$ cat src/rtl/z_history_writer.sv
// Per-element read-modify-write of the z history: read the old z, then write it to z_prev
// and write the new element to z, one element at a time.
module z_history_writer #(
    parameter int INPUT_DIM  = 4,
    parameter int HORIZON    = 30,
    parameter int DATA_WIDTH = 16,
    parameter int ADDR_WIDTH = 9,
    parameter int RD_LAT     = 2
) (
    input  logic                  clk,
    input  logic                  rst_n,
    input  logic                  start,
    input  logic [31:0]           active_horizon,
    input  logic                  in_valid,
    input  logic [DATA_WIDTH-1:0] in_data,
    output logic                  in_ready,
    output logic [ADDR_WIDTH-1:0] z_rdaddress,
    input  logic [DATA_WIDTH-1:0] z_data_out,
    output logic [ADDR_WIDTH-1:0] z_wraddress,
    output logic [DATA_WIDTH-1:0] z_wrdata,
    output logic                  z_wren,
    output logic [ADDR_WIDTH-1:0] z_prev_wraddress,
    output logic [DATA_WIDTH-1:0] z_prev_wrdata,
    output logic                  z_prev_wren,
    output logic [15:0]           elem_count,
    output logic                  done
);

    // state      | meaning
    // IDLE       | waiting for start, element count latched on start
    // ACCEPT     | in_ready high, waiting for an in_data handshake
    // WAIT       | RD_LAT cycles for the old z value to arrive
    // COMMIT     | one-cycle write strobe to both memories
    // DONE_STATE | done held until start drops
    typedef enum logic [2:0] {IDLE, ACCEPT, WAIT, COMMIT, DONE_STATE} state_t;

    state_t                  state;
    logic [15:0]             index;
    logic [15:0]             ne;
    logic [DATA_WIDTH-1:0]   in_latch;
    logic [2:0]              wait_cnt;
    logic [15:0]             h_eff;
    logic [15:0]             ne_start;

    always_comb begin
        h_eff    = (active_horizon > 32'(HORIZON)) ? 16'(HORIZON) : active_horizon[15:0];
        ne_start = (h_eff > 16'd1) ? (h_eff - 16'd1) * 16'(INPUT_DIM) : 16'd0;
    end

    always_ff @(posedge clk or negedge rst_n) begin
        if (!rst_n) begin
            state            <= IDLE;
            index            <= '0;
            ne               <= '0;
            in_latch         <= '0;
            wait_cnt         <= '0;
            in_ready         <= 1'b0;
            z_rdaddress      <= '0;
            z_wraddress      <= '0;
            z_wrdata         <= '0;
            z_wren           <= 1'b0;
            z_prev_wraddress <= '0;
            z_prev_wrdata    <= '0;
            z_prev_wren      <= 1'b0;
            elem_count       <= '0;
            done             <= 1'b0;
        end else begin
            z_wren      <= 1'b0;
            z_prev_wren <= 1'b0;
            case (state)
                IDLE: begin
                    if (start) begin
                        index      <= '0;
                        elem_count <= '0;
                        ne         <= ne_start;
                        if (ne_start != 16'd0) begin
                            state    <= ACCEPT;
                            in_ready <= 1'b1;
                        end else begin
                            state <= DONE_STATE;
                            done  <= 1'b1;
                        end
                    end
                end
                ACCEPT: begin
                    if (in_valid) begin
                        in_latch    <= in_data;
                        z_rdaddress <= index[ADDR_WIDTH-1:0];
                        wait_cnt    <= 3'(RD_LAT - 1);
                        in_ready    <= 1'b0;
                        state       <= WAIT;
                    end
                end
                WAIT: begin
                    if (wait_cnt == 3'd0) begin
                        // z_prev_wrdata doubles as the captured old_z register
                        z_prev_wrdata    <= z_data_out;
                        z_prev_wraddress <= index[ADDR_WIDTH-1:0];
                        z_prev_wren      <= 1'b1;
                        z_wrdata         <= in_latch;
                        z_wraddress      <= index[ADDR_WIDTH-1:0];
                        z_wren           <= 1'b1;
                        state            <= COMMIT;
                    end else begin
                        wait_cnt <= wait_cnt - 3'd1;
                    end
                end
                COMMIT: begin
                    elem_count <= elem_count + 16'd1;
                    index      <= index + 16'd1;
                    if ((index + 16'd1) < ne) begin
                        state    <= ACCEPT;
                        in_ready <= 1'b1;
                    end else begin
                        state <= DONE_STATE;
                        done  <= 1'b1;
                    end
                end
                DONE_STATE: begin
                    if (!start) begin
                        done  <= 1'b0;
                        state <= IDLE;
                    end
                end
                default: state <= IDLE;
            endcase
        end
    end

endmodule

$ cat config.mk
export PLATFORM = sky130hd
export DESIGN_NAME = z_history_writer
export DESIGN_NICKNAME = d
export VERILOG_FILES = /design/src/rtl/z_history_writer.sv
export SDC_FILE = /design/constraint.sdc
export NUM_CORES = 1
export LEC_CHECK = 0
export BUFFER_PORTS_ARGS = -buffer_cell sky130_fd_sc_hd__buf_4
export CAP_MARGIN = 20
export CORE_MARGIN = 1.5
export CORE_UTILIZATION = 57
export CTS_CLUSTER_DIAMETER = 30
export DETAILED_ROUTE_END_ITERATION = 10
export PLACE_DENSITY = 0.85
export SYNTH_ARGS = -nofsm -noshare
export SYNTH_HDL_FRONTEND = slang
export SYNTH_SLANG_ARGS = --single-unit
$ cat constraint.sdc
create_clock -name clk -period 6.2 [get_ports clk]
set_clock_uncertainty 0.1 [all_clocks]
set_input_delay 0.62 -clock clk [delete_from_list [all_inputs] [get_ports clk]]
set_output_delay 0.62 -clock clk [all_outputs]
set_load 0.05 [all_outputs]
After elaboration in Yosys (flattened, before gate mapping)
Index checks and enable logic that the tools add are counted.
W data, S select, Z words.

word-level totals
  register bits = 123
  input bits = 68
  logic and storage cells = 75

cells by class
  add/sub/neg operators = 4
  order comparisons = 3
  equal/unequal tests = 13
  multiplexer cells = 27
  reduce and logical (&&, ||, !) cells = 15

operator list
  kind                     number
  $pmux W16 S2             2
  $mux W16                 3
  $add A16 B1 Y16 const B  2
  $gt A32 B5 Y1 const B    1
  $mux W3                  8
  $ne A2 B2 Y1 const B     9
  $gt A16 B1 Y1 const B    1
  $lt A16 B16 Y1           1
  $reduce_bool A16 Y1      1
  $pmux W3 S5              1
  $sub A14 B1 Y14 const B  1
  $mux W1                  10
  $reduce_and A5 Y1        2
  $reduce_and A2 Y1        4
  $eq A3 B2 Y1 const B     2
  $logic_not A3 Y1         2
  $pmux W1 S3              2
  $pmux W3 S2              1
  $reduce_bool A3 Y1       2
  $reduce_and A4 Y1        1
  $reduce_bool A2 Y1       2
  $eq A3 B1 Y1 const B     1
  $eq A3 B3 Y1 const B     1
  $reduce_and A3 Y1        1
  $sub A3 B1 Y3 const B    1

Longest topological paths before layout
Gate-level depths: netlist (run 1).

  word-level depth = 8
  mapped depth = 12

Worst setup path before layout (run 1)
Ideal clock, no wire load.

  path kind = input-to-reg
  from = input active_horizon[15]
  to = register done
  arrival = 2.914 ns
  setup slack = 3.062 ns
  stages = 11
  path through = nor4_1 > nand3_1 > a311oi_1 > buf_2 > nand2_1 > ha_1 > nor2b_1 > and4b_1 > or3_1 > and2_1 > a211o_1

on the way
  longest elaborated chain between the ends = 7

ends and longest elaborated chain
  element                                                  line  text
  start, declared                                          13    input logic [31:0] active_horizon,
  $gt A32 B5 Y1                                            46    h_eff = (active_horizon > 32'(HORIZON)) ? 16'(HORIZON) : active_horizon[15:0];
  $mux W16 (*)                                             46
  $sub A14 B1 Y14 / $gt A16 B1 Y1 (equally long branches)  47    ne_start = (h_eff > 16'd1) ? (h_eff - 16'd1) * 16'(INPUT_DIM) : 16'd0;
  $mux W16 (*)                                             47
  $reduce_bool A16 Y1 (*)                                  76    if (ne_start != 16'd0) begin
  $ne A2 B2 Y1 (no line) (*)                               --
  $reduce_and A5 Y1 (no line) (*)                          --
  end signal, assigned                                     66    done <= 1'b0;
  end signal, assigned                                     81    done <= 1'b1;
  end signal, assigned                                     116   done <= 1'b1;
  end, declared                                            26    output logic done

Mark *: on every way between the ends. The rest lies on a longest branch, timed or not.
A chain may end at the register's enable or synchronous reset.

Final worst setup path (run 1)
  from = register index[2]
  to = register in_ready

on the way
  longest elaborated chain between the ends = 4

ends and longest elaborated chain
  element                      line  text
  start, declared              38    logic [15:0] index;
  start signal, assigned       110   index <= index + 16'd1;
  $add A16 B1 Y16              111   if ((index + 16'd1) < ne) begin
  $lt A16 B16 Y1               111
  $ne A2 B2 Y1 (no line)       --
  $reduce_and A5 Y1 (no line)  --
  end signal, assigned         78    in_ready <= 1'b1;
  end signal, assigned         90    in_ready <= 1'b0;
  end signal, assigned         113   in_ready <= 1'b1;
  end, declared                16    output logic in_ready,

Every way passes these cells.

==> impl_metrics.py, run 1 <==
metrics = {
    "status": {
        "run_status": "finished with violations",
        "violated_checks": "hold timing",
    },
    "route": {
        "via_per_inst": 5.58,
        "initial_drc_count": 218,
        "drt-wirelength-per-cell_um": 16.3,
        "route.final.wire_length_mm": 13.0,
        "drt_pre_antenna_iters": 4,
        "postRouteAntennaNets": 0,
        "routed-via-count": 4450,
        "remaining_drc_errors": 0,
    },
    "timing": {
        "timing_hold_violations_final": 8,
        "final_max_slew_viol_count": 0,
        "maxClockFrequency_mhz": 287,
        "final-setup-viol-count": 0,
        "totalNegativeSetupSlack_ps": 0,
        "whs_ps": -8.52,
        "rsz_0062_raised_after_global_routing": "no",
        "timing.final.crit_period_ps": 3490,
        "min_period_over_period": 0.562,
        "worst_slew_pin_slew_ps": 1030,
        "max-slew-margin-rel": 0.312,
    },
    "clock_tree": {
        "clk_sink_count": 121,
        "clock_tree.root_cell": "sky130_fd_sc_hd__clkbuf_8",
        "cts_hold_buf": 0,
        "clkLatencyLatePin_ps": 510,
        "number_of_buffers_inserted_during_clock_tree_synthesis": 17,
        "cts.clk_slew.worst_paths_ps": 60,
        "clock_path_buffers": 2,
        "cts-resized-gates": 0,
        "tritoncts": "done",
        "postCtsSetupBuffers": 0,
        "htree_num_levels": 4,
    },
    "die": {
        "die_h_um": 104,
        "std_cell_rows": 36,
        "die_area_sq_um": 10700,
        "io_pins": 147,
        "core_sq_um": 9820,
        "initial_core_util": 0.588,
        "die-width_um": 104,
    },
    "critical_path": {
        "cpLargestDelayFamily": "simple AND/OR/NAND/NOR gates",
        "criticalPathCategory": "reg -> reg",
        "regToRegSetupSlack_ps": 2710,
        "worst-endpoint-arrival_ps": 3750,
        "cp_slowest_cell": "sky130_fd_sc_hd__dfrtp_1",
        "timing.critical_path.slowest_cell_delay_ps": 480,
        "critPathLaunchType": "flip-flop",
        "critical_path.n_buffers_inverters": 0,
        "data_required_critical_path_ps": 6460,
        "critical_path_peak_fanout": 8,
        "worst_setup_path_end_kind": "flip-flop",
        "cp_cell_sequence": "nand3_2 -> or3_4 -> nor2_1 -> nand3_1 -> xnor2_1 -> ha_1 -> nand2_1 -> nor4_1 -> a22oi_1 -> a311oi_1 -> o22ai_1",
    },
    "synthesis": {
        "avgSynthCellArea_sq_um": 11.3,
        "postSynth.topFlopCell": "sky130_fd_sc_hd__dfrtp_1",
        "ys_warn_count": 0,
        "number_of_enable_flip_flop_cells_after_synthesis": 0,
        "synth_async_sr_flop_share": 1.00,
        "postSynthCellCount": 513,
        "mappedNetlistNets": 600,
        "synth.ff_latch_count": 121,
        "synth_seq_area_share": 0.524,
        "post_synth_instance_area_sq_um": 5770,
        "yosysUniqueCellTypes": 56,
    },
    "layout": {
        "finish.utilization": 0.761,
        "syn_to_final_growth_pct": 29.5,
        "num-nets-final": 738,
        "insertedDiodeCount": 0,
        "drive_gt1_frac": 0.386,
    },
    "global_routing": {
        "grt_max_degree": 80,
        "global_route.overflow_total": 0,
        "antenna_violations_before_repair": 0,
        "first_global_vias": 4603,
        "tot_gr_track_use": 0.251,
        "grt_first_pass_wirelength_mm": 21.7,
    },
    "power": {
        "power_leakage_nw": 3.67,
        "power-per-cell-area_nw_per_um2": 476,
        "final_total_power_mw": 3.56,
        "vdd_drop_max_mv": 0.377,
    },
    "min_path": {
        "hold_path_class": "in -> async",
    },
    "placed_design": {
        "routability_driven_placement_congestion_ratio": 0.864,
        "half_perimeter_wire_length_after_placement_mm": 8.96,
        "numPortBuffers": 146,
    },
    "flow_run": {
        "maxcap_violations": 0,
    },
}
path summary, 6_finish.rpt:
| path | from | end | cells after the start |
|---|---|---|---|
| hold / removal | rst_n | elem_count[15] | 1 |
| max in group asynchronous | rst_n | z_wrdata[4] | 2 |
| setup / recovery | index[2] | in_ready | 11 |
| min in group clk | z_data_out[3] | z_prev_wrdata[3] | 2 |
| setup reg to reg | index[2] | in_ready | 11 |
| hold reg to reg | ne[11] | ne[11] | 1 |
logic make-up after synthesis:
group	after synthesis	synth area share
XOR/XNOR	15	0.0228
adder cells (fa/ha/maj)	19	0.0412
AND/OR/NAND/NOR	133	0.117
flip-flops	121	0.524
multiplexers	69	0.134
buffers and inverters	60	0.0485
AO/OA/AOI/OAI	96	0.112
Yosys cell counts, drive strengths merged (3+ instances only):
cell,number,area (sq um)
a21o,9,67.6
a21oi,7,35.0
a22o,6,52.6
a31oi,5,31.3
and3,6,37.5
buf,24,145
clkbuf,8,30.0
dfrtp,121,3030
ha,19,238
inv,28,105
mux2,66,743
mux2i,3,30.0
nand2,40,150
nand3,13,70.1
nand4,6,37.5
nor2,31,116
nor3,9,50.1
nor4,10,83.8
o211ai,9,67.6
o21ai,28,140
o22ai,4,25.0
o31ai,10,75.1
or3,6,42.5
xnor2,10,87.6
xor2,5,43.8
registers in the layout, summed over array words and instances, names as in the netlist:
| signal | flops |
|---|---|
| wait_cnt | 3 |
| z_prev_wrdata | 16 |
| elem_count | 16 |
| ne | 14 |
| z_prev_wren | 1 |
| done | 1 |
| state | 3 |
| z_prev_wraddress | 9 |
| z_rdaddress | 9 |
| in_latch | 16 |
| z_wrdata | 16 |
| index | 16 |
| in_ready | 1 |
per-layer routing:
layer | global-route usage | share of wire | vias up
met5 | 0 | 0 | -
met4 | 0.0794 | 0.015 | 0
met3 | 0.0585 | 0.046 | 22
met2 | 0.455 | 0.55 | 133
met1 | 0.294 | 0.39 | 2199
li1 | - | - | 2096
cells in the final DEF (no fill, tap or decap), drive strengths merged, types with 2 or more instances in the layout:
| cell type | n |
|---|---|
| a211o | 2 |
| a21boi | 2 |
| a21o | 9 |
| a21oi | 7 |
| a22o | 6 |
| a22oi | 2 |
| a311oi | 2 |
| a31oi | 5 |
| and3 | 6 |
| buf | 151 |
| bufinv | 2 |
| clkbuf | 19 |
| clkinv | 4 |
| clkinvlp | 3 |
| dfrtp | 121 |
| ha | 19 |
| inv | 32 |
| mux2 | 66 |
| mux2i | 3 |
| nand2 | 40 |
| nand2b | 2 |
| nand3 | 13 |
| nand4 | 6 |
| nor2 | 31 |
| nor2b | 2 |
| nor3 | 9 |
| nor4 | 10 |
| o211ai | 9 |
| o21ai | 28 |
| o22ai | 4 |
| o31ai | 10 |
| or3 | 6 |
| xnor2 | 10 |
| xor2 | 5 |
power breakdown:
part           internal (mW)  total [mW]  switching, mW
Sequential              1.01        1.16          0.149
Clock                  0.585       0.945          0.360
Combinational          0.519        1.46          0.936
Total                   2.12        3.56           1.45
area by class of cell:
class	instances	area [sq um]
multi-input cells	332	2470
well taps	133	166
clock inverters	13	141
fillers	645	2340
flip-flops and latches	121	3030
inverters	28	105
clock buffers	19	432
repair buffers	151	1130
stage by stage:
stage               area (sq um)  cells  setup WS [ps]
floorplan                   5770    513           3060
global placement            6900    764           2360
detailed placement          6900    764           2120
CTS                         7470    796           2650
global route                7480    797           2580
finish                      7480    797           2710
worst reg2reg max path, cell delays in order, from the launching register on:
cell and delay, ps:
sky130_fd_sc_hd__dfrtp_1 480, sky130_fd_sc_hd__nand3_2 160, sky130_fd_sc_hd__or3_4 430, sky130_fd_sc_hd__nor2_1 260
sky130_fd_sc_hd__nand3_1 180, sky130_fd_sc_hd__xnor2_1 160, sky130_fd_sc_hd__ha_1 290, sky130_fd_sc_hd__nand2_1 90
sky130_fd_sc_hd__nor4_1 400, sky130_fd_sc_hd__a22oi_1 190, sky130_fd_sc_hd__a311oi_1 420, sky130_fd_sc_hd__o22ai_1 160
Power figures use the tool's default switching activity.
==> run 2, diff against run 1 <==
--- a/config.mk
+++ b/config.mk
@@ -8,10 +8,10 @@
 export BUFFER_PORTS_ARGS = -buffer_cell sky130_fd_sc_hd__buf_4
 export CAP_MARGIN = 20
 export CORE_MARGIN = 1.5
-export CORE_UTILIZATION = 57
+export CORE_UTILIZATION = 53
 export CTS_CLUSTER_DIAMETER = 30
 export DETAILED_ROUTE_END_ITERATION = 10
-export PLACE_DENSITY = 0.85
+export PLACE_DENSITY = 0.8
 export SYNTH_ARGS = -nofsm -noshare
 export SYNTH_HDL_FRONTEND = slang
 export SYNTH_SLANG_ARGS = --single-unit
==> constraint.sdc (replaced) <==
create_clock -name clk -period 3.4 [get_ports clk]
set_clock_uncertainty 0.1 [all_clocks]
set_input_delay 0.34 -clock clk [delete_from_list [all_inputs] [get_ports clk]]
set_output_delay 0.34 -clock clk [all_outputs]
set_load 0.05 [all_outputs]
==> run 2 against run 1 <==
Compared with the run above: the flow now finishes without violations; clock power rose by 85%; highest routed layer unchanged; global-route usage grew 1.6 points; fmax grew 11%; count of clock-buffer cells in the layout fell by 2; via count grew 5.9%; core utilization is 0.91 points lower; wire length up 13%; sequential power increased by 84%; critical path type unchanged; critical endpoint unchanged.
==> impl_metrics.py, run 2 (synthesized netlist as in run 1, its figures left out) <==
metrics = {
    "critical_path": {
        "crit_start": "index[2]",
        "crit_end": "in_ready",
        "worst-endpoint-arrival_ps": 3420,
        "worst_setup_path_end_kind": "flip-flop",
        "data_required_critical_path_ps": 3690,
        "worst_r2r_path_depth": 11,
        "regToRegStartpoint": "index[2]",
        "worst_r2r_endpoint": "in_ready",
        "critPathLaunchType": "flip-flop",
        "criticalPathCategory": "reg -> reg",
        "regToRegSetupSlack_ps": 270,
        "critical_path_peak_fanout": 8,
    },
    "global_routing": {
        "global_route.overflow_total": 0,
        "antenna_violations_before_repair": 0,
        "first_global_vias": 4961,
        "grt_max_degree": 59,
        "grt_first_pass_wirelength_mm": 23.6,
        "tot_gr_track_use": 0.266,
    },
    "layout": {
        "drive_gt1_frac": 0.376,
        "finish.utilization": 0.752,
        "num-fill-cells": 704,
        "mostFrequentLayoutCell": "sky130_fd_sc_hd__buf_4",
        "insertedDiodeCount": 0,
        "layout_common_cells": "sky130_fd_sc_hd__buf_4 (157), sky130_fd_sc_hd__dfrtp_1 (121), sky130_fd_sc_hd__mux2_2 (66), sky130_fd_sc_hd__nand2_1 (39), sky130_fd_sc_hd__dlygate4sd3_1 (33)",
        "num-nets-final": 777,
        "syn_to_final_growth_pct": 36.3,
    },
    "clock_tree": {
        "clock_tree.root_cell": "sky130_fd_sc_hd__clkbuf_8",
        "clock_path_buffers": 2,
        "cts.clk_slew.worst_paths_ps": 60,
        "number_of_buffers_inserted_during_clock_tree_synthesis": 17,
        "clk_sink_count": 121,
        "htree_num_levels": 4,
        "postCtsSetupBuffers": 0,
        "tritoncts": "done",
        "clkLatencyLatePin_ps": 520,
    },
    "placed_design": {
        "routability_driven_placement_congestion_ratio": 0.843,
        "dp_slack_ps": 202,
        "numPortBuffers": 146,
        "half_perimeter_wire_length_after_placement_mm": 9.29,
    },
    "timing": {
        "min_period_over_period": 0.922,
        "worst_slew_pin_slew_ps": 742,
        "rsz_0062_raised_after_global_routing": "no",
        "totalNegativeSetupSlack_ps": 0,
        "maxClockFrequency_mhz": 319,
        "final-setup-viol-count": 0,
        "max-slew-margin-rel": 0.505,
        "timing.final.crit_period_ps": 3130,
        "layout_setup_ws_ps": 267,
        "final_max_slew_viol_count": 0,
        "whs_ps": 67.1,
        "timing_hold_violations_final": 0,
    },
    "route": {
        "remaining_drc_errors": 0,
        "initial_drc_count": 272,
        "drt-wirelength-per-cell_um": 17.5,
        "routed-via-count": 4714,
        "via_per_inst": 5.62,
        "drt_pre_antenna_iters": 5,
        "postRouteAntennaNets": 0,
        "route.final.wire_length_mm": 14.7,
    },
    "die": {
        "die_area_sq_um": 11500,
        "initial_core_util": 0.552,
        "core_sq_um": 10500,
        "std_cell_rows": 37,
        "die_h_um": 107,
        "io_pins": 147,
        "die-width_um": 107,
    },
    "flow_run": {
        "maxcap_violations": 0,
    },
    "status": {
        "run_status": "finished, final reports clean",
    },
    "power": {
        "vdd_drop_max_mv": 0.624,
        "power_leakage_nw": 3.85,
        "final_total_power_mw": 6.65,
        "power-per-cell-area_nw_per_um2": 845,
    },
    "min_path": {
        "hold_path_class": "in -> reg",
    },
}
-- run 2: power by group --
group          switching (mW)  internal [mW]  leakage (nW)  total (mW)
sequential              0.294           1.85          1.55        2.14
clock                   0.691           1.06         0.289        1.75
combinational            1.78          0.986          2.02        2.76
total                    2.76           3.89          3.85        6.65
-- run 2: per-layer routing --
layer | GRT usage | up-vias | part of all wire
met5 | 0 | - | 0
met3 | 0.0611 | 44 | 0.042
met4 | 0.126 | 0 | 0.033
met1 | 0.300 | 2347 | 0.38
met2 | 0.476 | 140 | 0.55
li1 | - | 2183 | -
-- run 2: layout make-up --
class	instances	area, sq um	area share
clock buffer	17	414	0.0526
clock inverter	15	165	0.0210
inverter	28	105	0.0134
multi-input combinational	332	2480	0.315
sequential	121	3030	0.385
tap	136	170	0.0216
timing repair buffer	190	1510	0.192
-- run 2: repair_timing --
item / 4_1_cts / 5_1_grt
hold buffers: 33 / 0
endpoints found under the hold margin: 88 / 0
endpoints found under the setup margin: 0 / 3
gates resized for setup: 0 / 1
-- run 2: how the worst min path moves through the flow --
stage                      startpoint             end  cells after the start
floorplan                       rst_n            done                      0
global placement                rst_n  elem_count[14]                      1
detailed placement              rst_n  elem_count[12]                      1
CTS                 active_horizon[4]           ne[6]                      3
global route        active_horizon[2]           ne[4]                      4
finish              active_horizon[4]           ne[6]                      3
-- run 2: stage by stage --
| stage | instance area [sq um] | cells |
|---|---|---|
| CTS | 7870 | 839 |
| global placement | 6960 | 774 |
| finish | 7870 | 839 |
| global route | 7870 | 839 |
| detailed placement | 6960 | 774 |
| floorplan | 5770 | 513 |
-- run 2: worst max-delay path, stage by stage, from the launching register on --
cell                       delay (ps)
sky130_fd_sc_hd__dfrtp_1          480
sky130_fd_sc_hd__nand3_2          170
sky130_fd_sc_hd__or3_4            430
sky130_fd_sc_hd__nor2_1           250
sky130_fd_sc_hd__nand3_1          150
sky130_fd_sc_hd__xnor2_1          160
sky130_fd_sc_hd__ha_1             300
sky130_fd_sc_hd__nand2_1           70
sky130_fd_sc_hd__nor4_1           280
sky130_fd_sc_hd__a22oi_1          160
sky130_fd_sc_hd__a311oi_2         310
sky130_fd_sc_hd__o22ai_1          140
